## src/rtl/uart_arb_pkg.sv

```systemverilog
// rtl/uart_arb_pkg.sv - shared types and defaults for the UART transmit arbiter
//
// Purpose : FSM state encoding, default parameter values and the grant-id
//           width helper shared by uart_tx_arbiter and its sub-modules.
// Ports   : none (package).
package uart_arb_pkg;

  typedef enum logic [1:0] {
    ST_IDLE    = 2'd0,
    ST_START   = 2'd1,
    ST_BUSY    = 2'd2,
    ST_RELEASE = 2'd3
  } arb_state_t;

  localparam int N_REQ_DEF          = 4;
  localparam int TIMEOUT_CYCLES_DEF = 4096;

  // Width of a requester index; never narrower than one bit.
  function automatic int gid_w(input int n);
    return (n > 1) ? $clog2(n) : 1;
  endfunction

endpackage

```

## src/rtl/uart_tx_arbiter_rr_pick.sv

```systemverilog
// rtl/uart_tx_arbiter_rr_pick.sv - combinational round-robin priority picker
//
// Purpose : picks the first set bit of i_valid searching upward from i_ptr
//           with wrap-around. Self-contained so other shared-peripheral
//           arbiters can reuse it.
// Ports   : i_valid  [N]  request vector
//           i_ptr    [W]  highest-priority index this cycle (must be < N)
//           o_onehot [N]  one-hot of the chosen requester (0 if none)
//           o_idx    [W]  index of the chosen requester (0 if none)
//           o_any         at least one request is set
module rr_pick #(
  parameter int N = 4,
  parameter int W = (N > 1) ? $clog2(N) : 1
) (
  input  logic [N-1:0] i_valid,
  input  logic [W-1:0] i_ptr,
  output logic [N-1:0] o_onehot,
  output logic [W-1:0] o_idx,
  output logic         o_any
);

  logic [W:0]   sum;
  logic [W-1:0] pos;

  always_comb begin
    o_onehot = '0;
    o_idx    = '0;
    o_any    = 1'b0;
    sum      = '0;
    pos      = '0;
    for (int i = 0; i < N; i++) begin
      // Candidate i positions after the pointer, wrapped into 0..N-1.
      sum = {1'b0, i_ptr} + (W+1)'(i);
      if (sum >= (W+1)'(N)) sum = sum - (W+1)'(N);
      pos = sum[W-1:0];
      if (!o_any && i_valid[pos]) begin
        o_onehot[pos] = 1'b1;
        o_idx         = pos;
        o_any         = 1'b1;
      end
    end
  end

endmodule

```

## src/rtl/uart_tx_arbiter.sv

```systemverilog
// rtl/uart_tx_arbiter.sv - round-robin arbiter sharing one UART transmitter
//
// Purpose : grants one of N_REQ byte requesters, latches its byte and runs
//           the UART start/busy handshake, then releases start for one cycle
//           so the UART returns to idle before the next grant.
// Macro   : UART_ARB_TIMEOUT_EN - when defined, START gives up after
//           TIMEOUT_CYCLES cycles without busy and sets the sticky o_err.
// Ports   : i_clk, i_rst (synchronous, active-low)
//           i_req_valid [N_REQ]    per-requester byte available (level)
//           i_req_data  [8*N_REQ]  requester k byte at [8k+7:8k]
//           o_req_ready [N_REQ]    one-hot pulse: byte of requester k latched
//           o_str_tx, o_data_tx[8] UART start and data inputs
//           i_busy_tx              UART busy output
//           o_grant_id             index of current/last granted requester
//           o_active               high from grant until RELEASE completes
//           o_done                 pulse when a byte transfer completes
//           o_err                  sticky start timeout
module uart_tx_arbiter
  import uart_arb_pkg::*;
#(
  parameter int N_REQ          = N_REQ_DEF,
  parameter int TIMEOUT_CYCLES = TIMEOUT_CYCLES_DEF
) (
  input  logic                       i_clk,
  input  logic                       i_rst,
  input  logic [N_REQ-1:0]           i_req_valid,
  input  logic [8*N_REQ-1:0]         i_req_data,
  output logic [N_REQ-1:0]           o_req_ready,
  output logic                       o_str_tx,
  output logic [7:0]                 o_data_tx,
  input  logic                       i_busy_tx,
  output logic [gid_w(N_REQ)-1:0]    o_grant_id,
  output logic                       o_active,
  output logic                       o_done,
  output logic                       o_err
);

  localparam int GW = gid_w(N_REQ);

  arb_state_t      state, next_state;
  logic [GW-1:0]   rr_ptr;
  logic [N_REQ-1:0] pick_oh;
  logic [GW-1:0]   pick_idx;
  logic            pick_any;
  logic [7:0]      pick_byte;
  logic            grant;
  logic            timeout;

  rr_pick #(.N(N_REQ), .W(GW)) u_pick (
    .i_valid  (i_req_valid),
    .i_ptr    (rr_ptr),
    .o_onehot (pick_oh),
    .o_idx    (pick_idx),
    .o_any    (pick_any)
  );

  always_comb begin
    pick_byte = '0;
    for (int k = 0; k < N_REQ; k++) begin
      if (pick_oh[k]) pick_byte = i_req_data[8*k +: 8];
    end
  end

  assign grant = (state == ST_IDLE) && pick_any;

`ifdef UART_ARB_TIMEOUT_EN
  localparam int CW = $clog2(TIMEOUT_CYCLES + 1);

  logic [CW-1:0] to_cnt;
  logic          err_q;

  // Counter is 0 on the first START cycle, so START lasts TIMEOUT_CYCLES.
  assign timeout = (state == ST_START) && !i_busy_tx &&
                   (to_cnt == CW'(TIMEOUT_CYCLES - 1));

  always_ff @(posedge i_clk) begin
    if (!i_rst)                 to_cnt <= '0;
    else if (state != ST_START) to_cnt <= '0;
    else                        to_cnt <= to_cnt + 1'b1;
  end

  always_ff @(posedge i_clk) begin
    if (!i_rst)       err_q <= 1'b0;
    else if (timeout) err_q <= 1'b1;
  end

  assign o_err = err_q;
`else
  // TIMEOUT_CYCLES stays on the interface so both builds share one
  // instantiation; without the counter START waits indefinitely.
  assign timeout = 1'b0 && (TIMEOUT_CYCLES < 0);
  assign o_err   = 1'b0;
`endif

  // State register
  always_ff @(posedge i_clk) begin
    if (!i_rst) state <= ST_IDLE;
    else        state <= next_state;
  end

  // Next-state logic
  always_comb begin
    next_state = state;
    case (state)
      ST_IDLE:    if (pick_any) next_state = ST_START;
      ST_START: begin
        if (i_busy_tx)    next_state = ST_BUSY;
        else if (timeout) next_state = ST_RELEASE;
      end
      ST_BUSY:    if (!i_busy_tx) next_state = ST_RELEASE;
      ST_RELEASE: next_state = ST_IDLE;
      default:    next_state = ST_IDLE;
    endcase
  end

  // Outputs decoded from the registered state only, so busy never reaches
  // an output combinationally.
  always_comb begin
    o_str_tx = (state == ST_START) || (state == ST_BUSY);
    o_active = (state != ST_IDLE);
  end

  // Grant datapath: byte, id and pointer move only on a grant edge.
  always_ff @(posedge i_clk) begin
    if (!i_rst) begin
      o_data_tx   <= '0;
      o_req_ready <= '0;
      o_grant_id  <= '0;
      o_done      <= 1'b0;
      rr_ptr      <= '0;
    end else begin
      o_req_ready <= grant ? pick_oh : '0;
      o_done      <= (state == ST_BUSY) && !i_busy_tx;
      if (grant) begin
        o_data_tx  <= pick_byte;
        o_grant_id <= pick_idx;
        rr_ptr     <= (pick_idx == GW'(N_REQ - 1)) ? '0 : pick_idx + 1'b1;
      end
    end
  end

endmodule

```

## config.mk

```make
export PLATFORM = sky130hd
export DESIGN_NAME = uart_tx_arbiter
export DESIGN_NICKNAME = d
export VERILOG_FILES = /design/src/rtl/uart_arb_pkg.sv /design/src/rtl/uart_tx_arbiter_rr_pick.sv /design/src/rtl/uart_tx_arbiter.sv
export SDC_FILE = /design/constraint.sdc
export NUM_CORES = 1
export LEC_CHECK = 0
export ABC_AREA = 1
export CAP_MARGIN = 20
export CORE_MARGIN = 8
export CORE_UTILIZATION = 48
export DETAILED_ROUTE_END_ITERATION = 6
export GPL_TIMING_DRIVEN = 0
export PLACE_DENSITY = 0.83
export SLEW_MARGIN = 20
export SYNTH_ARGS = -nofsm -noshare
export SYNTH_HDL_FRONTEND = slang
export SYNTH_SLANG_ARGS = --single-unit
export TNS_END_PERCENT = 20
```

## constraint.sdc

```tcl
create_clock -name i_clk -period 3.3 [get_ports i_clk]
set_input_delay 0.33 -clock i_clk [delete_from_list [all_inputs] [get_ports i_clk]]
set_output_delay 0.33 -clock i_clk [all_outputs]
set_load 0.05 [all_outputs]
```

Word level (Yosys, flattened, before mapping). Index checks and enable logic that the tools add are counted.

Bits of input ports: 39. Logic and storage cells: 95. Output and inout bits: 18. Flip-flop bits (word level): 19.

Equality and inequality tests: 7. Magnitude comparators: 12. Bitwise operators: 3. Reductions and logical operators: 18. Multiplexer cells: 41. Add/subtract/negate cells: 8.

Operators with widths (number): 8-bit 2-to-1 mux (4); 2-bit 2-to-1 mux (12); 4-bit 2-to-1 mux (4); 2-bit by 3-bit less-than comparator with 1-bit output (second input constant) (4); 1-bit 2-to-1 mux (12); 4-bit bitwise OR (3); 3-bit >= comparator (second input constant) (3); 1-bit logical AND (9); 1-bit binary-select mux with 2-bit select (4); 1-bit demux with 2-bit select (4); 2-bit by 1-bit >= comparator with 1-bit output (second input constant) (4); 2-bit case mux with 4 select lines (1); 2-bit by 1-bit subtractor with 2-bit output (second input constant) (4); 2-bit by 2-bit adder with 3-bit output (second input constant) (2); 2-bit equality test (second input constant) (3); 2-bit != test (second input constant) (3); 1-bit zero test (4); 2-bit by 1-bit adder with 3-bit output (second input constant) (1); 2-bit by 3-bit >= comparator with 1-bit output (second input constant) (1); 3-bit AND reduction (1); 2-bit by 1-bit adder with 2-bit output (second input constant) (1); 2-bit by 1-bit equality test with 1-bit output (second input constant) (1); 2-bit zero test (1); 2-bit AND reduction (1); other kinds (2) (2).

Depth between registers and ports, before layout. Gate-level depths: netlist of the first run.

Word-level depth: 18. Depth in mapped cells: 15. Depth with buffers taken out: 15.

Hierarchy. A second synthesis of the first run with hierarchy kept.

Cells, all modules: 236. Area, all modules: 1481.4 µm².

Modules (own cells, without submodules): uart_tx_arbiter (instances 1, cells each 162, seq. area each 380.4 µm², area an instance 1041.0 µm²); rr_pick (instances 1, cells each 74, seq. area each 0.0 µm², area an instance 440.4 µm²).

Least setup slack after synthesis of the first run. OpenSTA, ideal clock, no wires.

Path kind: register -> register. Start point: reg rr_ptr[0]. End point: reg rr_ptr[1]. Clock period less this slack: 2.224 ns. Arrival time: 2.099 ns. Data required time: 3.175 ns. Setup slack: 1.076 ns. Cell stages (with the launch flop): 15. Path through: dfxtp_1 inv_2 ha_1 inv_1 nand3_1 nand2_2 nand2_4 nor2_2 nor2_1 nand2_1 o21ai_0 inv_1 ha_1 o21ai_0 a21oi_1.

Word-level cells in the longest chain between the ends: 16. Elaborated cells on any way between the ends: 41. Classes of those cells: add/sub (8); order compare (4); eq/ne (1); mux (21); reduce/logical (7).

RTL lines: from (decl) (line uart_tx_arbiter.sv:41) `logic [GW-1:0] rr_ptr;`; from (signal assigned) (line uart_tx_arbiter.sv:137) `rr_ptr <= (pick_idx == GW'(N_REQ - 1)) ? '0 : pick_idx + 1'b1;`; parallel branches: the longest is 13 deep, another holds 2-bit by 1-bit adder with 3-bit output; 2-bit 2-to-1 mux (*) (line uart_tx_arbiter_rr_pick.sv:36) `if (!o_any && i_valid[pos]) begin`; via pick_idx[0] (line uart_tx_arbiter.sv:43) `logic [GW-1:0] pick_idx;`; 2-bit by 1-bit adder with 2-bit output or 2-bit equality test (tied branches) (line uart_tx_arbiter.sv:137); 2-bit 2-to-1 mux (*) (line uart_tx_arbiter.sv:137).

Mark *: on every way through the listed nets, which the timed path passes. The select of a mux whose other input is x is not followed. A chain may end at the register's enable or synchronous reset.

Final worst setup path of the first run.
Start point: reg rr_ptr[0]. End point: reg o_data_tx[4].

Word-level cells in the longest chain between the ends: 18. Elaborated cells on any way between the ends: 65. Classes of those cells: add/sub (7); order compare (12); mux (32); bitwise (3); reduce/logical (11).

RTL lines: parallel branches: the longest is 18 deep, another holds 2-bit by 1-bit adder with 3-bit output; to (signal assigned) (line uart_tx_arbiter.sv:135) `o_data_tx <= pick_byte;`; to (decl) (line uart_tx_arbiter.sv:30) `output logic [7:0] o_data_tx,`.

Parallel ways; which one is timed is not known. The select of a mux whose other input is x is not followed.

==> summary.md, run 1 <==
| Metric | Value |
|---|---|
| Clock latency on the worst-skew pair | `0.29 ns` |
| Setup TNS | `0 ns` |
| Clk pin slew, worst setup/hold paths | `0.11 ns` |
| Critical Path Max Stage Delay | `a little over 0.6 ns` |
| Slew at the pin with the worst max-slew slack | `0.526 ns` |
| Row count | `20` |
| Worst slew margin | `64.8%` |
| WL final | `4.17 mm` |
| Initial DRC Count | `74` |
| Cts bufs inserted | `3` |
| CTS tree | `yes` |
| Yosys cell types | `28` |
| Final Critical Period | `about 2.7 ns` |
| Max Fclk | `370 MHz` |
| Pwr Total | `0.00206 W` |
| IO Pins | `57` |
| PwrDens | `949 mW/mm^2` |
| Vias | `about 1,600` |
| First-pass GRT wire length | `between 7 and 8 mm` |
| Post-Syn Nets | `around 290` |
| Post-CTS setup buffers | `0` |
| Yosys top cell area share | `24.8%` |
| Most frequent cell on the critical path | `nand2_1` |
| CTS H-tree depth | `1` |
| Antenna diodes | `0` |
| Clock sinks | `19` |
| Antenna violations before repair | `0` |
| Hold Crit Class | `flip-flop to flip-flop` |
| Synthesized area per cell | `6.35 sq um` |
| Fin. Hold Viols | `0` |
| PortBufs | `55` |
| Max cap viols | `0` |
| Yosys top cell by area | `dfxtp_1` |
| Largest net degree at the start of global routing | `12` |
| Post-Synthesis Cells | `242` |
| Synth top area cells | `dfxtp_1, nand2_1, a21oi_1` |
| Nets@finish | `around 350` |
| Area of all placed cells without fillers | `between 0.002 and 0.0025 sq mm` |
| Area delta synth->final | `41.2%` |
| Post-route setup slack | `between 0.6 and 0.7 ns` |
| WHS Path Cells | `2` |
| Status | `complete, no violations` |
| Vias in the first global route | `1,581` |
| Height of the die | `72.6 um` |
| Core area | `between 0.003 and 0.004 sq mm` |
| Total gr overflow | `0` |
| Routability cong. | `0.899` |
| Max-slew violation count | `0` |
| Cell Chain, Critical Path | `inv_2 > ha_1 > inv_1 > nand3_1 > nand2_2 > nor2_2 > a21oi_1 > nand3_2 > inv_2 > nand2_1 > nand2_1 > nand2_1 > nand2_1 > a21oi_2` |
| Post-CTS sizing | `0` |
| Final setup viols | `0` |
| Placed cell areas | `0.00214 sq mm` |
| Worst slack, placed | `approximately 0.62 ns` |
| Starting Density | `about half` |
| LEAKAGE | `1.09 nW` |
| Post-DP HPWL | `around 3.4 mm` |
| Worst Path Arrival | `about 2.9 ns` |
| RSZ-0062 raised after global routing | `false` |
| Final hold slack | `0.473 ns` |
| Longest Clk Path Bufs | `2` |
| FF+latch count, synth | `19` |
| Sequential element share of the synthesized area | `24.8%` |
| Vias/cell | `4.73` |
| Drt pass-1 iters | `4` |
| CP Capture Type | `flip-flop` |
| Clock Skews | `around 0.0026 ns` |
| FILL cells | `280` |
| WL per Instance | `about 12 um` |
| Post-Synthesis Cell Area | `around 0.0015 sq mm` |
| Die area | `0.00527 sq mm` |
| Hold-fix buffers, CTS | `0` |
| CTS root buf | `clkbuf_4` |
| Residual DRC | `0` |
| Required time of the critical path | `roughly 3.5 ns` |
| Fin crit share | `81.8%` |
| CP Launch Type | `flip-flop` |
| Yosys warning count | `0` |
| Die width | `72.6 um` |
| GRT Overall Usage | `16.1%` |
| Fraction of layout instances using a drive strength above 1 | `between 10 and 15%` |
| FF-to-FF path depth | `14` |
| Critical Setup Path Class | `flip-flop to flip-flop` |
| IR drop worst, VDD | `roughly 0.6 mV` |
| Slowest cell on the critical path | `dfxtp_1` |
| Remaining antenna violation count | `0` |
| Critical-path maximum fanout | `11` |
[cells in the final DEF, fill, tap and decap left out, drive strengths merged]
cell	netlist	routed
nor2	11	11
inv	38	38
mux2i	1	1
ha	12	12
a211oi	1	1
nor3	2	2
a21oi	36	36
clkbuf	1	4
buf	5	5
nand3	9	9
dfxtp	19	19
o21ai	7	7
clkdlybuf4s50	0	55
a22oi	1	1
clkinv	0	1
conb	1	1
a21boi	3	3
nand4	4	4
nand2	91	91
[worst paths after layout]
path | slack, ns | start | end
worst max-delay path | 0.60 | rr_ptr[0]$_SDFFE_PN0P_ | o_data_tx[4]$_SDFFE_PN0P_
worst min-delay path | 0.47 | o_data_tx[1]$_SDFFE_PN0P_ | o_data_tx[1]$_SDFFE_PN0P_
worst max register to register | 0.60 | rr_ptr[0]$_SDFFE_PN0P_ | o_data_tx[4]$_SDFFE_PN0P_
worst min register to register | 0.47 | o_data_tx[1]$_SDFFE_PN0P_ | o_data_tx[1]$_SDFFE_PN0P_
[synthesized netlist by cell type]
cell type,number
nor3_2,1
inv_1,35
a211oi_1,1
nand2_4,2
ha_1,12
buf_6,2
nand4_1,4
a21boi_0,2
nor2_1,9
buf_4,1
clkbuf_1,1
nor2_2,2
conb_1,1
a22oi_2,1
mux2i_1,1
nand2_1,86
inv_2,3
buf_2,2
a21oi_2,3
a21boi_2,1
nand3_2,5
o21ai_0,7
nand2_2,3
nor3_1,1
nand3_1,3
nand3_4,1
a21oi_1,33
dfxtp_1,19
[layer usage]
metal | routed length [um] | up-vias | share of wire [%] | global-route usage [%]
li1 | - | 881 | - | -
met1 | 1890 | 699 | 45 | 19.2
met2 | 1950 | 50 | 47 | 28.3
met3 | 318 | 2 | 7.6 | 4.81
met4 | 21 | 0 | 0.50 | 1.56
met5 | 0 | - | 0 | 0
[worst max-delay path: cells and delay by family, from the launching register on]
family	cells	cell delay (ns)
buffers and inverters	3	0.49
AND/OR/NAND/NOR	8	0.83
adder cells (fa/ha/maj)	1	0.39
AO/OA/AOI/OAI	2	0.24
flip-flops	1	0.61
[sequential cells by signal (all words and copies together) (netlist names)]
register	count
o_req_ready	4
o_done	1
state	2
o_data_tx	8
o_grant_id	2
rr_ptr	2
[power by group]
| part | switching, W | internal [W] |
|---|---|---|
| logic | 0.00104 | 0.000555 |
| clock network | 0.0000723 | 0.0000451 |
| registers | 0.0000468 | 0.000300 |
| total | 0.00116 | 0.000900 |
[cell families (layout without fill, tap and decap cells)]
| family | Yosys count | after routing | synth area share (%) |
|---|---|---|---|
| other | 1 | 1 | 0.244 |
| DFF | 19 | 19 | 24.8 |
| AOI/OAI and AO/OA | 48 | 48 | 17.8 |
| muxes | 1 | 1 | 0.651 |
| buffers and inverters | 44 | 103 | 12.1 |
| and+or+nand+nor | 117 | 117 | 34.7 |
| adders and majority gates | 12 | 12 | 9.77 |
[cell type report]
type                    instances  area, sq um  area share, %
repair buffers                 55          551           25.4
inverters                      38          143           6.57
clock inverters                 1         5.00          0.231
multi-input cells             179          970           44.7
flip-flops and latches         19          380           17.5
plain buffers                   6         43.8           2.02
well taps                      44         55.1           2.54
clock buffers                   3         22.5           1.04
[per-stage QoR]
| stage | cells | utilization (%) |
|---|---|---|
| 2_1_floorplan | 242 | - |
| 3_3_place_gp | 341 | 70.2 |
| 3_5_place_dp | 341 | 70.2 |
| 4_1_cts | 345 | 71.1 |
| 5_1_grt | 345 | 71.1 |
| 6_report | 345 | 71.1 |
Note: power is estimated with default switching activity, not from simulation.
==> run 2: changes to the inputs <==
--- a/config.mk
+++ b/config.mk
@@ -8,10 +8,10 @@
 export ABC_AREA = 1
 export CAP_MARGIN = 20
 export CORE_MARGIN = 8
-export CORE_UTILIZATION = 48
+export CORE_UTILIZATION = 40
 export DETAILED_ROUTE_END_ITERATION = 6
 export GPL_TIMING_DRIVEN = 0
-export PLACE_DENSITY = 0.83
+export PLACE_DENSITY = 0.73
 export SLEW_MARGIN = 20
 export SYNTH_ARGS = -nofsm -noshare
 export SYNTH_HDL_FRONTEND = slang
==> constraint.sdc (replaced) <==
create_clock -name i_clk -period 2.2 [get_ports i_clk]
set_input_delay 0.22 -clock i_clk [delete_from_list [all_inputs] [get_ports i_clk]]
set_output_delay 0.22 -clock i_clk [all_outputs]
set_load 0.05 [all_outputs]
==> summary.md, run 2 (synthesis results as in run 1) <==
| Metric | Value |
|---|---|
| Clock Skews | `0.00115 ns (was 0.00260 ns)` |
| Required time of the critical path | `2.39 ns (was 3.48 ns)` |
| Worst slew margin | `61.8% (was 64.8%)` |
| GRT Overall Usage | `14.5% (was 16.1%)` |
| RSZ-0062 raised after global routing | `true (was false)` |
| Post-DP HPWL | `3.47 mm (was 3.36 mm)` |
| Largest net degree at the start of global routing | `12 (unchanged)` |
| Residual DRC | `0 (unchanged)` |
| Die width | `78.0 um (was 72.6 um)` |
| PwrDens | `1480 mW/mm^2 (was 949 mW/mm^2)` |
| Hold-fix buffers, CTS | `0 (unchanged)` |
| Vias | `1,677 (was 1,632)` |
| CP top delay family | `simple AND/OR/NAND/NOR gates (unchanged)` |
| Remaining antenna violation count | `0 (unchanged)` |
| Slew at the pin with the worst max-slew slack | `0.573 ns (was 0.526 ns)` |
| CTS tree | `yes (unchanged)` |
| Hold Crit Class | `flip-flop to flip-flop (unchanged)` |
| Max cap viols | `0 (unchanged)` |
| Max-slew violation count | `0 (unchanged)` |
| Clock sinks | `19 (unchanged)` |
| Longest Clk Path Bufs | `2 (unchanged)` |
| Final setup viols | `0 (unchanged)` |
| Antenna violations before repair | `0 (unchanged)` |
| Most common cell after layout, fill and taps aside | `nand2_1 (unchanged)` |
| Core area | `0.00369 sq mm (was 0.00305 sq mm)` |
| CP Launch Type | `flip-flop (unchanged)` |
| Multi-input gate area | `0.00104 sq mm (was 970 sq um)` |
| IO Pins | `57 (unchanged)` |
| Most frequent cells in the layout | `nand2_1, clkdlybuf4s50_1, inv_1 (unchanged)` |
| Nets@finish | `362 (was 353)` |
| Critical Setup Path Class | `flip-flop to flip-flop (unchanged)` |
| Largest regs | `o_data_tx: 8 flops, o_req_ready: 4 flops (unchanged)` |
| Max Fclk | `480 MHz (was 370 MHz)` |
| Final Critical Period | `2.08 ns (was 2.70 ns)` |
| Critical-path maximum fanout | `8 (was 11)` |
| Cell Chain, Critical Path | `inv_4 > ha_4 > inv_2 > nand3_1 > nand2_2 > nor2_4 > a21oi_2 > nand3_2 > buf_4 > a21oi_1 > nand2_1 > nand2_1 > nand2_1 > a21oi_1 (was inv_2 > ha_1 > inv_1 > nand3_1 > nand2_2 > nor2_2 > a21oi_1 > nand3_2 > inv_2 > nand2_1 > nand2_1 > nand2_1 > nand2_1 > a21oi_2)` |
| Setup TNS | `0 ns (unchanged)` |
| Starting Density | `41.7% (was 50.3%)` |
| Fin. Hold Viols | `0 (unchanged)` |
| CP bufs+invs | `3 (unchanged)` |
| Pwr Total | `0.00347 W (was 0.00206 W)` |
| Initial DRC Count | `54 (was 74)` |
| Clock latency on the worst-skew pair | `0.26 ns (was 0.29 ns)` |
| PortBufs | `55 (unchanged)` |
| Critical Path Max Stage Delay | `0.41 ns (was 0.61 ns)` |
| IR drop worst, VDD | `0.750 mV (was 0.614 mV)` |
| Worst Path Arrival | `2.27 ns (was 2.88 ns)` |
| Status | `complete, no violations (unchanged)` |
| LEAKAGE | `1.16 nW (was 1.09 nW)` |
| WL per Instance | `12.8 um (was 12.1 um)` |
| FILL cells | `342 (was 280)` |
| CTS H-tree depth | `1 (unchanged)` |
| Slowest cell on the critical path | `dfxtp_4 (was dfxtp_1)` |
| Area delta synth->final | `52.4% (was 41.2%)` |
| Vias/cell | `4.68 (was 4.73)` |
| Antenna diodes | `0 (unchanged)` |
| CTS root buf | `clkbuf_8 (was clkbuf_4)` |
| Die area | `0.00608 sq mm (was 0.00527 sq mm)` |
| CP Capture Type | `flip-flop (unchanged)` |
| Fraction of layout instances using a drive strength above 1 | `16.5% (was 10.3%)` |
| Most frequent cell on the critical path | `nand2_1 (unchanged)` |
| Height of the die | `78.0 um (was 72.6 um)` |
| First-pass GRT wire length | `7.33 mm (was 7.00 mm)` |
| Row count | `22 (was 20)` |
| Drt pass-1 iters | `4 (unchanged)` |
| Cts bufs inserted | `3 (unchanged)` |
| Most flop-heavy register | `o_data_tx (unchanged)` |
| Clk pin slew, worst setup/hold paths | `0.08 ns (was 0.11 ns)` |
| WL final | `4.58 mm (was 4.17 mm)` |
| Routability cong. | `0.888 (was 0.899)` |
| Max FFs per register | `8 (unchanged)` |
| Vias in the first global route | `1,598 (was 1,581)` |
| Sequential Area | `388 sq um (was 380 sq um)` |
| Fin crit share | `94.6% (was 81.8%)` |
| Total gr overflow | `0 (unchanged)` |
## run 2: per-stage QoR
| stage | cells | setup WS [ns] | hold WS, ns | utilization (%) | area, sq um |
|---|---|---|---|---|---|
| finish | 358 | 0.118 | 0.465 | 63.5 | 2340 |
| detailed placement | 345 | -0.316 | 0.457 | 58.2 | 2150 |
| global placement | 345 | -0.304 | 0.452 | 58.2 | 2150 |
| global route | 358 | -0.0500 | 0.488 | 63.5 | 2340 |
| CTS | 351 | 0.0130 | 0.469 | 60.8 | 2240 |
| floorplan | 242 | 0.0272 | 0.292 | - | 1540 |
## run 2: worst paths after layout
path | startpoint | end | slack [ns] | cells after the start
worst max-delay path | rr_ptr[0]$_SDFFE_PN0P_ | o_data_tx[1]$_SDFFE_PN0P_ | 0.12 | 14
worst min-delay path | o_data_tx[0]$_SDFFE_PN0P_ | o_data_tx[0]$_SDFFE_PN0P_ | 0.46 | 2
worst max register to register | rr_ptr[0]$_SDFFE_PN0P_ | o_data_tx[1]$_SDFFE_PN0P_ | 0.12 | 14
worst min register to register | o_data_tx[0]$_SDFFE_PN0P_ | o_data_tx[0]$_SDFFE_PN0P_ | 0.46 | 2
## run 2: worst reg2reg max path, stage by stage (launching register included)
cell	delay (ns)
dfxtp_4	0.41
inv_4	0.07
ha_4	0.26
inv_2	0.08
nand3_1	0.09
nand2_2	0.14
nor2_4	0.08
a21oi_2	0.14
nand3_2	0.15
buf_4	0.18
a21oi_1	0.13
nand2_1	0.07
nand2_1	0.06
nand2_1	0.05
a21oi_1	0.11
## run 2: what timing repair did
action | CTS | global route
buffers inserted | 2 | 6
gates cloned | 0 | 1
gates resized for setup | 7 | 20
pin swaps | 2 | 4
setup endpoints to repair | 17 | 17
## run 2: area by class of cell
class / count / share of cell area (%)
Buffer: 6 / 2.24
Sequential cell: 19 / 16.6
Clock buffer: 4 / 1.92
Multi-Input combinational cell: 180 / 44.3
Tap cell: 48 / 2.57
Inverter: 38 / 6.31
Timing Repair Buffer: 63 / 26.1
## run 2: power breakdown
| part | internal [W] | switching, W | leakage, nW |
|---|---|---|---|
| registers | 0.000457 | 0.0000658 | 0.157 |
| logic | 0.00102 | 0.00167 | 0.981 |
| clock network | 0.000129 | 0.000126 | 0.0228 |
## run 2: layer usage
layer / GRT usage, % / vias up / wire length, um
met5: 0 / - / 0
met4: 5.00 / 0 / 54
met3: 2.76 / 4 / 261
met2: 24.9 / 47 / 2200
met1: 17.5 / 727 / 2070
li1: - / 899 / -
==> RTL change (flow settings as in run 1) <==
Change the package constant `N_REQ_DEF` from 4 to 16.
--- a/src/rtl/uart_arb_pkg.sv
+++ b/src/rtl/uart_arb_pkg.sv
@@ -12,7 +12,7 @@
     ST_RELEASE = 2'd3
   } arb_state_t;
 
-  localparam int N_REQ_DEF          = 4;
+  localparam int N_REQ_DEF          = 16;
   localparam int TIMEOUT_CYCLES_DEF = 4096;
 
   // Width of a requester index; never narrower than one bit.
Interface: changed (resized i_req_data, i_req_valid, o_grant_id and o_req_ready); port bits go from 57 to 179. No check against the original RTL was run, so the function may have changed too.
==> RTL change against run 1 <==
The flow now finishes with violations (negative setup slack); non-clock buffer count increased by 247; setup slack got worse by 1.9 ns; first-iteration DRC count increased to 20 times the old value; sequential share of layout area decreased by 11 points; total power increased to 5.8 times the old value; count of clock-buffer cells in the layout increased by 3; final area increased to 4.9 times the old value; clock power increased to 4.7 times the old value; wire length increased to 8.9 times the old value; fmax decreased by 41%; worst hold slack improved by 0.0074 ns; synthesized area increased to 4.5 times the old value; sequential cell count increased by 16; critical path type unchanged.
==> RTL change: results (changes against run 1) <==
cells_and_area:
  fill_cells: 1240  # +340%
  fin_nets: 1741  # +390%
  largest_register_ffs: 16  # +8
  largestRegisters: "o_req_ready x16, o_data_tx x8"
  layout-drive-gt1-share_pct: 20.3  # +10 points
global_routing:
  grt_usage_pct: 37.6  # +22 points
  grt_pass1_wl_mm: 54.9  # +680%
  first_global_vias: 10100  # +540%
  grt_start_max_net_pins: 15  # +3
  antenna_found_initial: 0  # unchanged
clocking:
  h-tree-depth: 2  # +1
  root_buffer: "clkbuf_16"
  clock_path_buffers: 2  # unchanged
  numCtsBuffers: 5  # +2
  clk_pin_slew_ns: 0.07  # -0.04 ns
  clock_latency_ns: 0.29  # about the same
synth:
  yosysSeqAreaShare_pct: 10.1  # -15 points
  synth.area.top_cells: "nand2_1 21%, a21oi_1 12%, dfxtp_1 10%"
  synth_cell_types: 51  # +82%
  synth_nets: 1484  # +410%
  synthFlopType: "dfxtp_1"
  ys_top_cells_by_count: "381 x nand2_1, 173 x a21oi_1, 171 x nor2_1"
outcome:
  violations: "negative setup slack"
  outcome: "finished with violations"
placement:
  place_hpwl_mm: 27.2  # +710%
  post-place-ws_ns: -1.73  # -2.35 ns
  placed_area_um2: 9120  # +330%
  numPortBuffers: 177  # +220%
  gp_congestion: 1.09  # +21%
power:
  p_leak_nw: 5.00  # +360%
  ir_drop_v: 0.000957  # +56%
detailed_routing:
  drt-initial-drc-count: 1495  # +1900%
  wirelength_mm: 37.1  # +790%
  vias_per_cell: 6.05  # +28%
  dr.pass1.iters: 7  # +3
worst_setup_path:
  cp_slowest_cell: "dfxtp_4"
  worst_ep_arrival_time_ns: 4.74  # +1.86 ns
  cpPeakStageDelay_ns: 0.39  # -0.22 ns
  critPathMaxFanout: 7  # -4
  worst-r2r-cell-count: 35  # +21
timing:
  setup_ws_ns: -1.26  # -1.86 ns
  slew_headroom_pct: 39.9  # -25 points
  finalSetupViolCount: 34  # +34
  fin_hold_ws_ns: 0.480  # +0.00741 ns
  clock_skew_ns: 0.00664  # +0.00405 ns
worst_hold_path:
  min_path_cells: 2  # unchanged
[RTL change: changes by cell type after synthesis, sizes merged, moves of 22 or more]
cell and delta:
o21ai +31, nand2 +306, a21oi +139, inv +132, nor2 +173, buf +39, nand4 +22, nand3 +125
[RTL change: cell type report]
| cell class | instances | area share, % |
|---|---|---|
| buffer | 59 | 5.00 |
| clock inverter | 2 | 0.166 |
| inverter | 174 | 6.43 |
| sequential | 35 | 6.74 |
| tap | 184 | 2.19 |
| timing repair buffer | 249 | 22.6 |
| multi-input combinational | 1052 | 55.5 |
| clock buffer | 6 | 1.43 |
[RTL change: final timing paths]
kind | startpoint | endpoint
worst max-delay path | rr_ptr[0]$_SDFFE_PN0P_ | o_data_tx[0]$_SDFFE_PN0P_
worst min-delay path | o_grant_id[0]$_SDFFE_PN0P_ | o_grant_id[0]$_SDFFE_PN0P_
worst max register to register | rr_ptr[0]$_SDFFE_PN0P_ | o_data_tx[0]$_SDFFE_PN0P_
worst min register to register | o_grant_id[0]$_SDFFE_PN0P_ | o_grant_id[0]$_SDFFE_PN0P_
[RTL change: cells by family (layout without fill, tap and decap cells)]
group,Yosys count,after routing,share of synthesized area [%]
other,1,1,0.0539
DFF,35,35,10.1
AOI/OAI and AO/OA,273,273,22.5
and+or+nand+nor,756,758,48.7
adders and majority gates,18,18,3.24
buffers and inverters,234,490,15.0
xor gates and xnor gates,2,2,0.468
[RTL change: timing repair]
action	CTS	global route
gates resized for setup	120	48
buffers inserted	59	11
pin swaps	40	29
cloned	2	2
endpoints found under the setup margin	34	34
hold buffers	0	0
[RTL change: per-stage QoR]
step           instances  setup TNS, ns  utilization [%]
2_1_floorplan       1319          -5.27                -
3_3_place_gp        1680         -46.88             63.5
5_1_grt             1761         -39.42             73.3
6_report            1761         -33.25             73.3
3_5_place_dp        1680         -48.15             63.5
4_1_cts             1749         -27.11             71.3
[RTL change: routing by layer]
| layer | global-route usage, % | part of all wire [%] |
|---|---|---|
| met5 | 0 | 0 |
| met4 | 23.4 | 7.3 |
| met3 | 11.6 | 12 |
| met2 | 58.9 | 44 |
| met1 | 44.1 | 36 |
[RTL change: where the power goes]
part | switching [W] | internal [W]
Clock | 0.000219 | 0.000330
Combinational | 0.00721 | 0.00361
Sequential | 0.0000762 | 0.000543
[RTL change: worst register-to-register path, delay by kind of cell, from the launching register on]
family,cells,cell delay [ns]
compound gates,2,0.12
flops,1,0.39
simple gates,26,2.93
fa+ha+maj,1,0.32
buf+inv,6,0.70
